==> src/rtl/bcd_countdown_timer_if.sv <==
// Keypad, tick and display signals of the m:ss countdown timer, grouped for one port.
interface bcd_countdown_timer_if #(
  parameter int unsigned MIN_DIGITS = 1
) ();
  logic                    loadn;
  logic                    key_valid;
  logic [3:0]              data;
  logic                    en;
  logic                    add30;
  logic [3:0]              sec_ones;
  logic [3:0]              sec_tens;
  logic [4*MIN_DIGITS-1:0] mins;
  logic                    zero;
  logic                    tc;

  modport master (
    output loadn, key_valid, data, en, add30,
    input  sec_ones, sec_tens, mins, zero, tc
  );

  modport slave (
    input  loadn, key_valid, data, en, add30,
    output sec_ones, sec_tens, mins, zero, tc
  );
endinterface

==> src/rtl/bcd_countdown_timer.sv <==
// BCD m:ss countdown timer: keypad shift-in load, prescaled decrement, add-30s and
// a registered terminal-count pulse.
module bcd_countdown_timer #(
  parameter int unsigned MIN_DIGITS    = 1,
  parameter int unsigned TICKS_PER_SEC = 1,
  parameter int unsigned PW            = 10
) (
  input  logic                 clk,
  input  logic                 clrn,
  bcd_countdown_timer_if.slave tmr
);
  localparam int unsigned      MW    = 4 * MIN_DIGITS;
  localparam logic [MW-1:0]    NINES = {MIN_DIGITS{4'h9}};

  typedef enum logic [1:0] {PH_LOAD, PH_NORM, PH_RUN} phase_e;

  logic [3:0]    so_q, so_d, st_q, st_d;
  logic [MW-1:0] mins_q, mins_d;
  logic [PW-1:0] ps_q, ps_d;
  logic          tc_q, tc_d;
  logic          loadn_q;
  logic          zero;
  logic          tick;
  phase_e        phase;
  logic [MW:0]   inc_r;
  logic [3:0]    a_so, a_st;
  logic [MW-1:0] a_m;

  // Returns {carry_out, incremented digits}.
  function automatic logic [MW:0] bcd_inc(input logic [MW-1:0] m);
    logic [MW-1:0] r;
    logic          c;
    r = m;
    c = 1'b1;
    for (int unsigned k = 0; k < MIN_DIGITS; k++) begin
      if (c) begin
        if (r[4*k +: 4] == 4'd9) begin
          r[4*k +: 4] = 4'd0;
        end else begin
          r[4*k +: 4] = r[4*k +: 4] + 4'd1;
          c = 1'b0;
        end
      end
    end
    return {c, r};
  endfunction

  function automatic logic [MW-1:0] bcd_dec(input logic [MW-1:0] m);
    logic [MW-1:0] r;
    logic          b;
    r = m;
    b = 1'b1;
    for (int unsigned k = 0; k < MIN_DIGITS; k++) begin
      if (b) begin
        if (r[4*k +: 4] == 4'd0) begin
          r[4*k +: 4] = 4'd9;
        end else begin
          r[4*k +: 4] = r[4*k +: 4] - 4'd1;
          b = 1'b0;
        end
      end
    end
    return r;
  endfunction

  always_comb begin
    so_d   = so_q;
    st_d   = st_q;
    mins_d = mins_q;
    ps_d   = ps_q;
    tc_d   = 1'b0;
    tick   = 1'b0;
    inc_r  = '0;
    a_so   = so_q;
    a_st   = st_q;
    a_m    = mins_q;
    zero   = (so_q == 4'd0) && (st_q == 4'd0) && (mins_q == '0);

    if (!tmr.loadn)    phase = PH_LOAD;
    else if (!loadn_q) phase = PH_NORM;
    else               phase = PH_RUN;

    case (phase)
      PH_LOAD: begin
        ps_d = '0;
        if (tmr.key_valid && (tmr.data <= 4'd9)) begin
          so_d   = tmr.data;
          st_d   = so_q;
          mins_d = MW'({mins_q, st_q});
        end
      end
      PH_NORM: begin
        if (st_q > 4'd5) begin
          st_d   = st_q - 4'd6;
          inc_r  = bcd_inc(mins_q);
          mins_d = inc_r[MW] ? NINES : inc_r[MW-1:0];
        end
      end
      PH_RUN: begin
        if (tmr.en && !zero) begin
          if (ps_q == PW'(TICKS_PER_SEC - 1)) begin
            tick = 1'b1;
            ps_d = '0;
          end else begin
            ps_d = ps_q + PW'(1);
          end
        end
        // Add is resolved (including saturation) before the same-cycle decrement.
        if (tmr.add30) begin
          if (st_q >= 4'd3) begin
            a_st  = st_q - 4'd3;
            inc_r = bcd_inc(mins_q);
            if (inc_r[MW]) begin
              a_m  = NINES;
              a_st = 4'd5;
              a_so = 4'd9;
            end else begin
              a_m = inc_r[MW-1:0];
            end
          end else begin
            a_st = st_q + 4'd3;
          end
        end
        if (tick) begin
          if (a_so != 4'd0) begin
            a_so = a_so - 4'd1;
          end else if (a_st != 4'd0) begin
            a_so = 4'd9;
            a_st = a_st - 4'd1;
          end else begin
            a_so = 4'd9;
            a_st = 4'd5;
            a_m  = bcd_dec(a_m);
          end
          tc_d = (a_so == 4'd0) && (a_st == 4'd0) && (a_m == '0);
        end
        so_d   = a_so;
        st_d   = a_st;
        mins_d = a_m;
      end
      default: ;
    endcase
  end

  always_ff @(posedge clk) begin
    if (!clrn) begin
      so_q    <= '0;
      st_q    <= '0;
      mins_q  <= '0;
      ps_q    <= '0;
      tc_q    <= 1'b0;
      loadn_q <= 1'b0;
    end else begin
      so_q    <= so_d;
      st_q    <= st_d;
      mins_q  <= mins_d;
      ps_q    <= ps_d;
      tc_q    <= tc_d;
      loadn_q <= tmr.loadn;
    end
  end

  assign tmr.sec_ones = so_q;
  assign tmr.sec_tens = st_q;
  assign tmr.mins     = mins_q;
  assign tmr.zero     = zero;
  assign tmr.tc       = tc_q;
endmodule
==> src/flat_wrapper.sv <==
// flat-port wrapper written by rule: the top's interface ports become plain ports
module bcd_countdown_timer_flat 
#(
  parameter int unsigned MIN_DIGITS    = 1,
  parameter int unsigned TICKS_PER_SEC = 1,
  parameter int unsigned PW            = 10
)
  (clk, clrn, tmr_loadn, tmr_key_valid, tmr_data, tmr_en, tmr_add30, tmr_sec_ones, tmr_sec_tens, tmr_mins, tmr_zero, tmr_tc);
  bcd_countdown_timer_if #(.MIN_DIGITS(MIN_DIGITS)) tmr_i ();
  input  logic clk;
  input  logic clrn;
  input wire logic [$bits(tmr_i.loadn)-1:0] tmr_loadn;
  input wire logic [$bits(tmr_i.key_valid)-1:0] tmr_key_valid;
  input wire logic [$bits(tmr_i.data)-1:0] tmr_data;
  input wire logic [$bits(tmr_i.en)-1:0] tmr_en;
  input wire logic [$bits(tmr_i.add30)-1:0] tmr_add30;
  output wire logic [$bits(tmr_i.sec_ones)-1:0] tmr_sec_ones;
  output wire logic [$bits(tmr_i.sec_tens)-1:0] tmr_sec_tens;
  output wire logic [$bits(tmr_i.mins)-1:0] tmr_mins;
  output wire logic [$bits(tmr_i.zero)-1:0] tmr_zero;
  output wire logic [$bits(tmr_i.tc)-1:0] tmr_tc;
  assign tmr_i.loadn = tmr_loadn;
  assign tmr_i.key_valid = tmr_key_valid;
  assign tmr_i.data = tmr_data;
  assign tmr_i.en = tmr_en;
  assign tmr_i.add30 = tmr_add30;
  assign tmr_sec_ones = tmr_i.sec_ones;
  assign tmr_sec_tens = tmr_i.sec_tens;
  assign tmr_mins = tmr_i.mins;
  assign tmr_zero = tmr_i.zero;
  assign tmr_tc = tmr_i.tc;
  bcd_countdown_timer #(.MIN_DIGITS(MIN_DIGITS), .TICKS_PER_SEC(TICKS_PER_SEC), .PW(PW)) u_core (.clk(clk), .clrn(clrn), .tmr(tmr_i));
endmodule
==> config.mk <==
export PLATFORM = sky130hd
export DESIGN_NAME = bcd_countdown_timer_flat
export DESIGN_NICKNAME = d
export VERILOG_FILES = /design/src/rtl/bcd_countdown_timer_if.sv /design/src/rtl/bcd_countdown_timer.sv /design/src/flat_wrapper.sv
export SDC_FILE = /design/constraint.sdc
export NUM_CORES = 1
export LEC_CHECK = 0
export ABC_AREA = 1
export ABC_CLOCK_PERIOD_IN_PS = 1900
export CAP_MARGIN = 40
export CELL_PAD_IN_SITES_DETAIL_PLACEMENT = 0
export CELL_PAD_IN_SITES_GLOBAL_PLACEMENT = 1
export CORE_ASPECT_RATIO = 1.1
export CORE_UTILIZATION = 35
export DETAILED_ROUTE_END_ITERATION = 7
export PLACE_DENSITY = 0.8
export SETUP_SLACK_MARGIN = 0.3
export SLEW_MARGIN = 25
export SYNTH_ARGS = -nofsm -noshare
export SYNTH_HDL_FRONTEND = slang
export SYNTH_SLANG_ARGS = --single-unit
==> constraint.sdc <==
create_clock -name clk -period 1.9 [get_ports clk]
set_input_delay 0.475 -clock clk [delete_from_list [all_inputs] [get_ports clk]]
set_output_delay 0.475 -clock clk [all_outputs]
set_load 0.01 [all_outputs]
======== Word-level counts from Yosys, hierarchy flattened ========
Index checks and enable logic that the tools add are counted.
word-level totals
  output and inout bits ................... 14
  flip-flop bits (word level) ............. 24
cells by class
  reductions and logical operators ........ 24
  add/sub/neg operators ................... 8
  $lt $le $gt $ge ......................... 3
  eq/ne operators ......................... 6
  muxes and demuxes ....................... 51
operators with widths
  cell                                                           number
  two-way mux 4 bit                                              34
  zero test 4 bit                                                7
  case mux 4 bit (3 select lines)                                2
  two-way mux 10 bit                                             2
  case mux 10 bit (2 select lines)                               1
  subtractor 4 x 1 -> 4 bit, second input constant               3
  adder 10 x 1 -> 10 bit, second input constant                  1
  zero test 10 bit                                               1
  two-way mux 1 bit                                              9
  case mux 4 bit (2 select lines)                                1
  nonzero test 4 bit                                             2
  logical AND 1 bit                                              6
  != test 2 x 1 -> 1 bit, second input constant                  3
  AND reduction 3 bit                                            2
  adder 4 x 1 -> 4 bit, second input constant                    1
  adder 4 x 2 -> 4 bit, second input constant                    1
  equality test 4 bit, second input constant                     1
  >= comparator 4 x 2 -> 1 bit, second input constant            1
  greater-than comparator 4 x 3 -> 1 bit, second input constant  1
  <= comparator 4 bit, second input constant                     1
  two-way mux 2 bit                                              2
  AND reduction 2 bit                                            2
  subtractor 4 x 2 -> 4 bit, second input constant               1
  subtractor 4 x 3 -> 4 bit, second input constant               1
  6 further kinds                                                6

======== Depth between registers and ports, before layout ========
  depth after elaboration ................. 17
  mapped depth ............................ 16
  depth with buffers taken out ............ 16

======== Worst setup path after synthesis ========
Ideal clock, no wire load.
  kind .................................... flip-flop to flip-flop
  start point ............................. register u_core.st_q[0] (netlist: u_core.tmr.sec_tens[0])
  end point ............................... register u_core.mins_q[1] (netlist: u_core.tmr.mins[1])
  path slack .............................. -0.001 ns
  arrival time ............................ 1.771 ns
  cell stages (with the launch flop) ...... 13
  path through ............................ dfxtp_1 -> inv_1 -> ha_1 -> nand2_1 -> nand2_1 -> nand3_1 -> nand2_1 -> nor2_4 -> nand3_2 -> o21ai_0 -> nand2_1 -> nand2_1 -> a21oi_2
between the ends
  word-level cells in the longest chain between the ends .. 12
  elaborated cells on any way between the ends .. 34
  classes of those cells .................. add/sub: 3; order compare: 2; eq/ne: 1; mux: 19; reduce/logical: 9
RTL lines
  item                                                                       RTL line                                                source
  start: declaration                                                         bcd_countdown_timer.sv:17                               logic [3:0] so_q, so_d, st_q, st_d;
  start signal: assignment                                                   bcd_countdown_timer.sv:155                              st_q <= st_d;
  >= comparator 4 x 2 -> 1 bit or subtractor 4 x 2 -> 4 bit (tied branches)  bcd_countdown_timer.sv:110, bcd_countdown_timer.sv:111
  two-way mux 4 bit, on equally long branches                                bcd_countdown_timer.sv:110, bcd_countdown_timer.sv:113
  two-way mux 4 bit, on equally long branches                                bcd_countdown_timer.sv:109, bcd_countdown_timer.sv:110
  two-way mux 4 bit, on equally long branches                                bcd_countdown_timer.sv:83, bcd_countdown_timer.sv:109
  subtractor 4 x 1 -> 4 bit (tied with other cells)                          bcd_countdown_timer.sv:58                               r[4*k +: 4] = r[4*k +: 4] - 4'd1;
  two-way mux 4 bit or nonzero test 4 bit (tied branches)                    bcd_countdown_timer.sv:55, bcd_countdown_timer.sv:127
  two-way mux 4 bit                                                          bcd_countdown_timer.sv:127                              end else if (a_st != 4'd0) begin
  two-way mux 4 bit                                                          bcd_countdown_timer.sv:125                              if (a_so != 4'd0) begin
  two-way mux 4 bit                                                          bcd_countdown_timer.sv:124                              if (tick) begin
  two-way mux 4 bit                                                          bcd_countdown_timer.sv:83                               case (phase)
  two-way mux 4 bit                                                          bcd_countdown_timer.sv:124
  case mux 4 bit (3 select lines)                                            bcd_countdown_timer.sv:83
  end signal: assignment                                                     bcd_countdown_timer.sv:156                              mins_q <= mins_d;
  end: declaration                                                           bcd_countdown_timer.sv:18                               logic [MW-1:0] mins_q, mins_d;
Several ways; a longest one is shown, not always the timed one. The select of a mux whose other input is x is not followed.
A chain may end at the register's enable or synchronous reset.

======== Final worst setup path ========
  start point ............................. register u_core.mins_q[1] (netlist: u_core.tmr.mins[1])
  end point ............................... register u_core.mins_q[0] (netlist: u_core.tmr.mins[0])
between the ends
  word-level cells in the longest chain between the ends .. 17
  elaborated cells on any way between the ends .. 40
  classes of those cells .................. add/sub: 2; eq/ne: 1; mux: 30; reduce/logical: 7
RTL lines
  item                                                          RTL line                                              source
  equality test 4 bit                                           bcd_countdown_timer.sv:37                             if (r[4*k +: 4] == 4'd9) begin
  two-way mux 1 bit                                             bcd_countdown_timer.sv:37
  two-way mux 1 bit                                             bcd_countdown_timer.sv:110                            if (st_q >= 4'd3) begin
  two-way mux 1 bit                                             bcd_countdown_timer.sv:109                            if (tmr.add30) begin
  two-way mux 1 bit                                             bcd_countdown_timer.sv:83
  two-way mux 4 bit                                             bcd_countdown_timer.sv:113                            if (inc_r[MW]) begin
  two-way mux 4 bit                                             bcd_countdown_timer.sv:110
  two-way mux 4 bit                                             bcd_countdown_timer.sv:109
  two-way mux 4 bit                                             bcd_countdown_timer.sv:83
  subtractor 4 x 1 -> 4 bit or zero test 4 bit (tied branches)  bcd_countdown_timer.sv:58, bcd_countdown_timer.sv:55
  two-way mux 4 bit                                             bcd_countdown_timer.sv:55                             if (r[4*k +: 4] == 4'd0) begin
  two-way mux 4 bit                                             bcd_countdown_timer.sv:127
  two-way mux 4 bit                                             bcd_countdown_timer.sv:125
  two-way mux 4 bit                                             bcd_countdown_timer.sv:124
  two-way mux 4 bit                                             bcd_countdown_timer.sv:83
  two-way mux 4 bit                                             bcd_countdown_timer.sv:124
  case mux 4 bit (3 select lines) *                             bcd_countdown_timer.sv:83
Mark *: on every way between the ends. The rest lies on a longest branch, timed or not. The select of a mux whose other input is x is not followed.

==> run metrics <==
Post-DP HPWL=5520 µm; share of cells above drive strength 1=0.443; DRC viols=0; largest family of logic cells by synthesized area=simple AND/OR/NAND/NOR gates; Period Utilization, post-route=1.05; Clk Latency, worst-skew pair=290 ps; XOR/XNOR Fraction of Synth Area=0.0122; Final GP Congestion=0.917; Final ANT Viol Nets=0; # diodes=0; first-pass GRT wire length=11,800 µm; final worst slack=-95.0 ps; placed cell areas=3020 µm²; max capacitance violation total=0; Crit path required time=2050 ps; final setup violation count=6; Yosys top cell by area=dfxtp_1; Sink Count=24; commonest cells after routing, fill and taps aside=nand2_1, buf_4, inv_1; Simple-Gate Fraction of Synth Area=0.392; largest net degree at the start of global routing=15; Port Buffers=23; crit end category=flip-flop; fin util=0.613; Static Leakage=1.60 nW; FFs w/ async S/R, synth=0; Worst IR Drop VDD=0.467 mV; proportion of synthesized area in mux cells=0; status=finished with violations; Synth Flop Type=dfxtp_1; post-synthesis sequential area ratio=0.222; Slew @ Worst Pin=453 ps; Synth Area in Adders=0.0694; RSZ-0062 raised after global routing=true; Worst slew margin=0.698; fill cell count=539; cells after synthesis=338; Std-Cell Rows=29; initial antenna violation count=0; final WL=7620 µm; most common cell after layout, fill and taps aside=nand2_1; Layout area overhead=66.7%; DIE WIDTH=76.9 µm; Starting Density=0.368; Max Freq=0.501 GHz; synthesized area=2160 µm²; vias in the first global route=2,502; Critical Path AT=2140 ps; Worst Path Class, Setup=flip-flop to flip-flop; Core Region=5880 µm²; post-DR wirelength/cell=14.7 µm; GRT Overall Usage=0.229; Fin Setup TNS=-400 ps; type of the worst min-delay path=flip-flop to flip-flop; Yosys cell types=40; clock-pin slew on the worst setup and hold paths=100 ps; Die Y=84.4 µm; Post-synth EDFFs=0; max-slew violations=0; Layout Nets=463; crit path launch type=flip-flop; Fin. Hold Viols=0; Avg Cell Area, Syn=6.40 µm²; total CTS buffers=3; 1st-pass router iterations=4; die area=6500 µm²; via count=2,652; Yosys top cell area share=0.222; post-route cell area=3600 µm²; power density over the cells=576 nW/µm²; critical path peak fanout=3; io pins=24; CTS tree=done; number of synthesized register bits=24; htree depth=1; largest buffer count on any clock path=2; DRT iter0 DRCs=130; Root Buffer=clkbuf_8; clk_skew=14.3 ps; min Tclk post-route=2000 ps; via/cell ratio=5.13; ranking of synthesized cells by area=dfxtp_1, nand2_1, inv_1, ha_1, a21oi_1; grt total ovfl=0; hold buffer count at cts=0; violated checks=negative setup slack; complex-gate fraction of the synthesized area=0.205; synth warn=0; Syn Nets=360
==> cells in the mapped netlist, types with 4 or more instances <==
master and instances:
nor2_1 26, a21oi_1 27, ha_1 12, nand3_1 26
inv_1 41, nand2_2 6, nor2_2 6, nor3_1 4
o21ai_0 18, inv_2 8, nand2_1 83, dfxtp_1 24
a221oi_1 5, o21ai_1 4, nand3_2 5
==> stage by stage <==
| stage | setup WS (ps) | cells | total power [mW] | hold slack (ps) |
|---|---|---|---|---|
| 6_report | -95.0 | 517 | 2.08 | 487 |
| 5_1_grt | -185 | 517 | 2.17 | 515 |
| 4_1_cts | -19.4 | 505 | 1.91 | 492 |
| 3_5_place_dp | -349 | 497 | 1.37 | 472 |
| 3_3_place_gp | -337 | 497 | 1.38 | 465 |
| 2_1_floorplan | 197 | 338 | 1.01 | 447 |
==> report_power, final <==
part / switching [mW] / internal, mW
Combinational: 0.591 / 0.459
Sequential: 0.0200 / 0.528
Clock: 0.195 / 0.282
Total: 0.806 / 1.27
==> layer usage <==
metal,part of all wire,wire length [µm],vias up,track usage
met4,0.030,232,0,0.0909
li1,-,-,1337,-
met5,0,0,-,0
met2,0.51,3850,64,0.399
met3,0.043,324,24,0.0359
met1,0.42,3210,1227,0.280
==> flip-flops by register name, indices dropped and copies added (netlist names) <==
signal	flops
u_core.tmr.tc	1
u_core.tmr.sec_tens	4
u_core.tmr.sec_ones	4
u_core.ps_q	10
u_core.loadn_q	1
u_core.tmr.mins	4
==> area by class of cell <==
type / count / area, µm² / area share
repair buffers: 102 / 868 / 0.241
clock inverters: 1 / 30.0 / 0.00833
flip-flops and latches: 24 / 499 / 0.138
well taps: 77 / 96.3 / 0.0267
inverters: 51 / 213 / 0.0590
clock buffers: 3 / 41.3 / 0.0115
multi-input cells: 259 / 1860 / 0.515
==> final timing paths <==
check                        to  slack [ps]  cells after the start                from
max          u_core.tmr.mins[0]        -100                     17  u_core.tmr.mins[1]
min              u_core.ps_q[6]         490                      2      u_core.ps_q[6]
max reg2reg  u_core.tmr.mins[0]        -100                     17  u_core.tmr.mins[1]
min reg2reg      u_core.ps_q[6]         490                      2      u_core.ps_q[6]
==> cell families (layout without fill, tap and decap cells) <==
logic type / count (synthesis) / count (layout)
and+or+nand+nor: 172 / 172
xor gates and xnor gates: 3 / 3
buffers and inverters: 55 / 157
AOI/OAI and AO/OA: 72 / 72
adders and majority gates: 12 / 12
DFF: 24 / 24
==> critical path: stages (launching register included) <==
cell and delay (ps):
dfxtp_4 380, inv_4 60, buf_6 90, ha_4 150, nand2_4 50, nor2_4 160
nand2_4 90, buf_6 130, nand3_4 90, nand2_2 90, nor2_4 140, nand2_2 70
nand2_2 80, nand3_2 80, nand2_2 70, nand2_1 50, nand2_1 50, a21oi_1 50
==> what timing repair did <==
item / CTS / global route
endpoints found under the hold margin: 0 / 0
endpoints found under the setup margin: 37 / 25
gates resized for setup: 63 / 64
pin swaps: 23 / 33
setup buffers: 4 / 12
gates cloned: 0 / 0
Power figures use the tool's default switching activity.
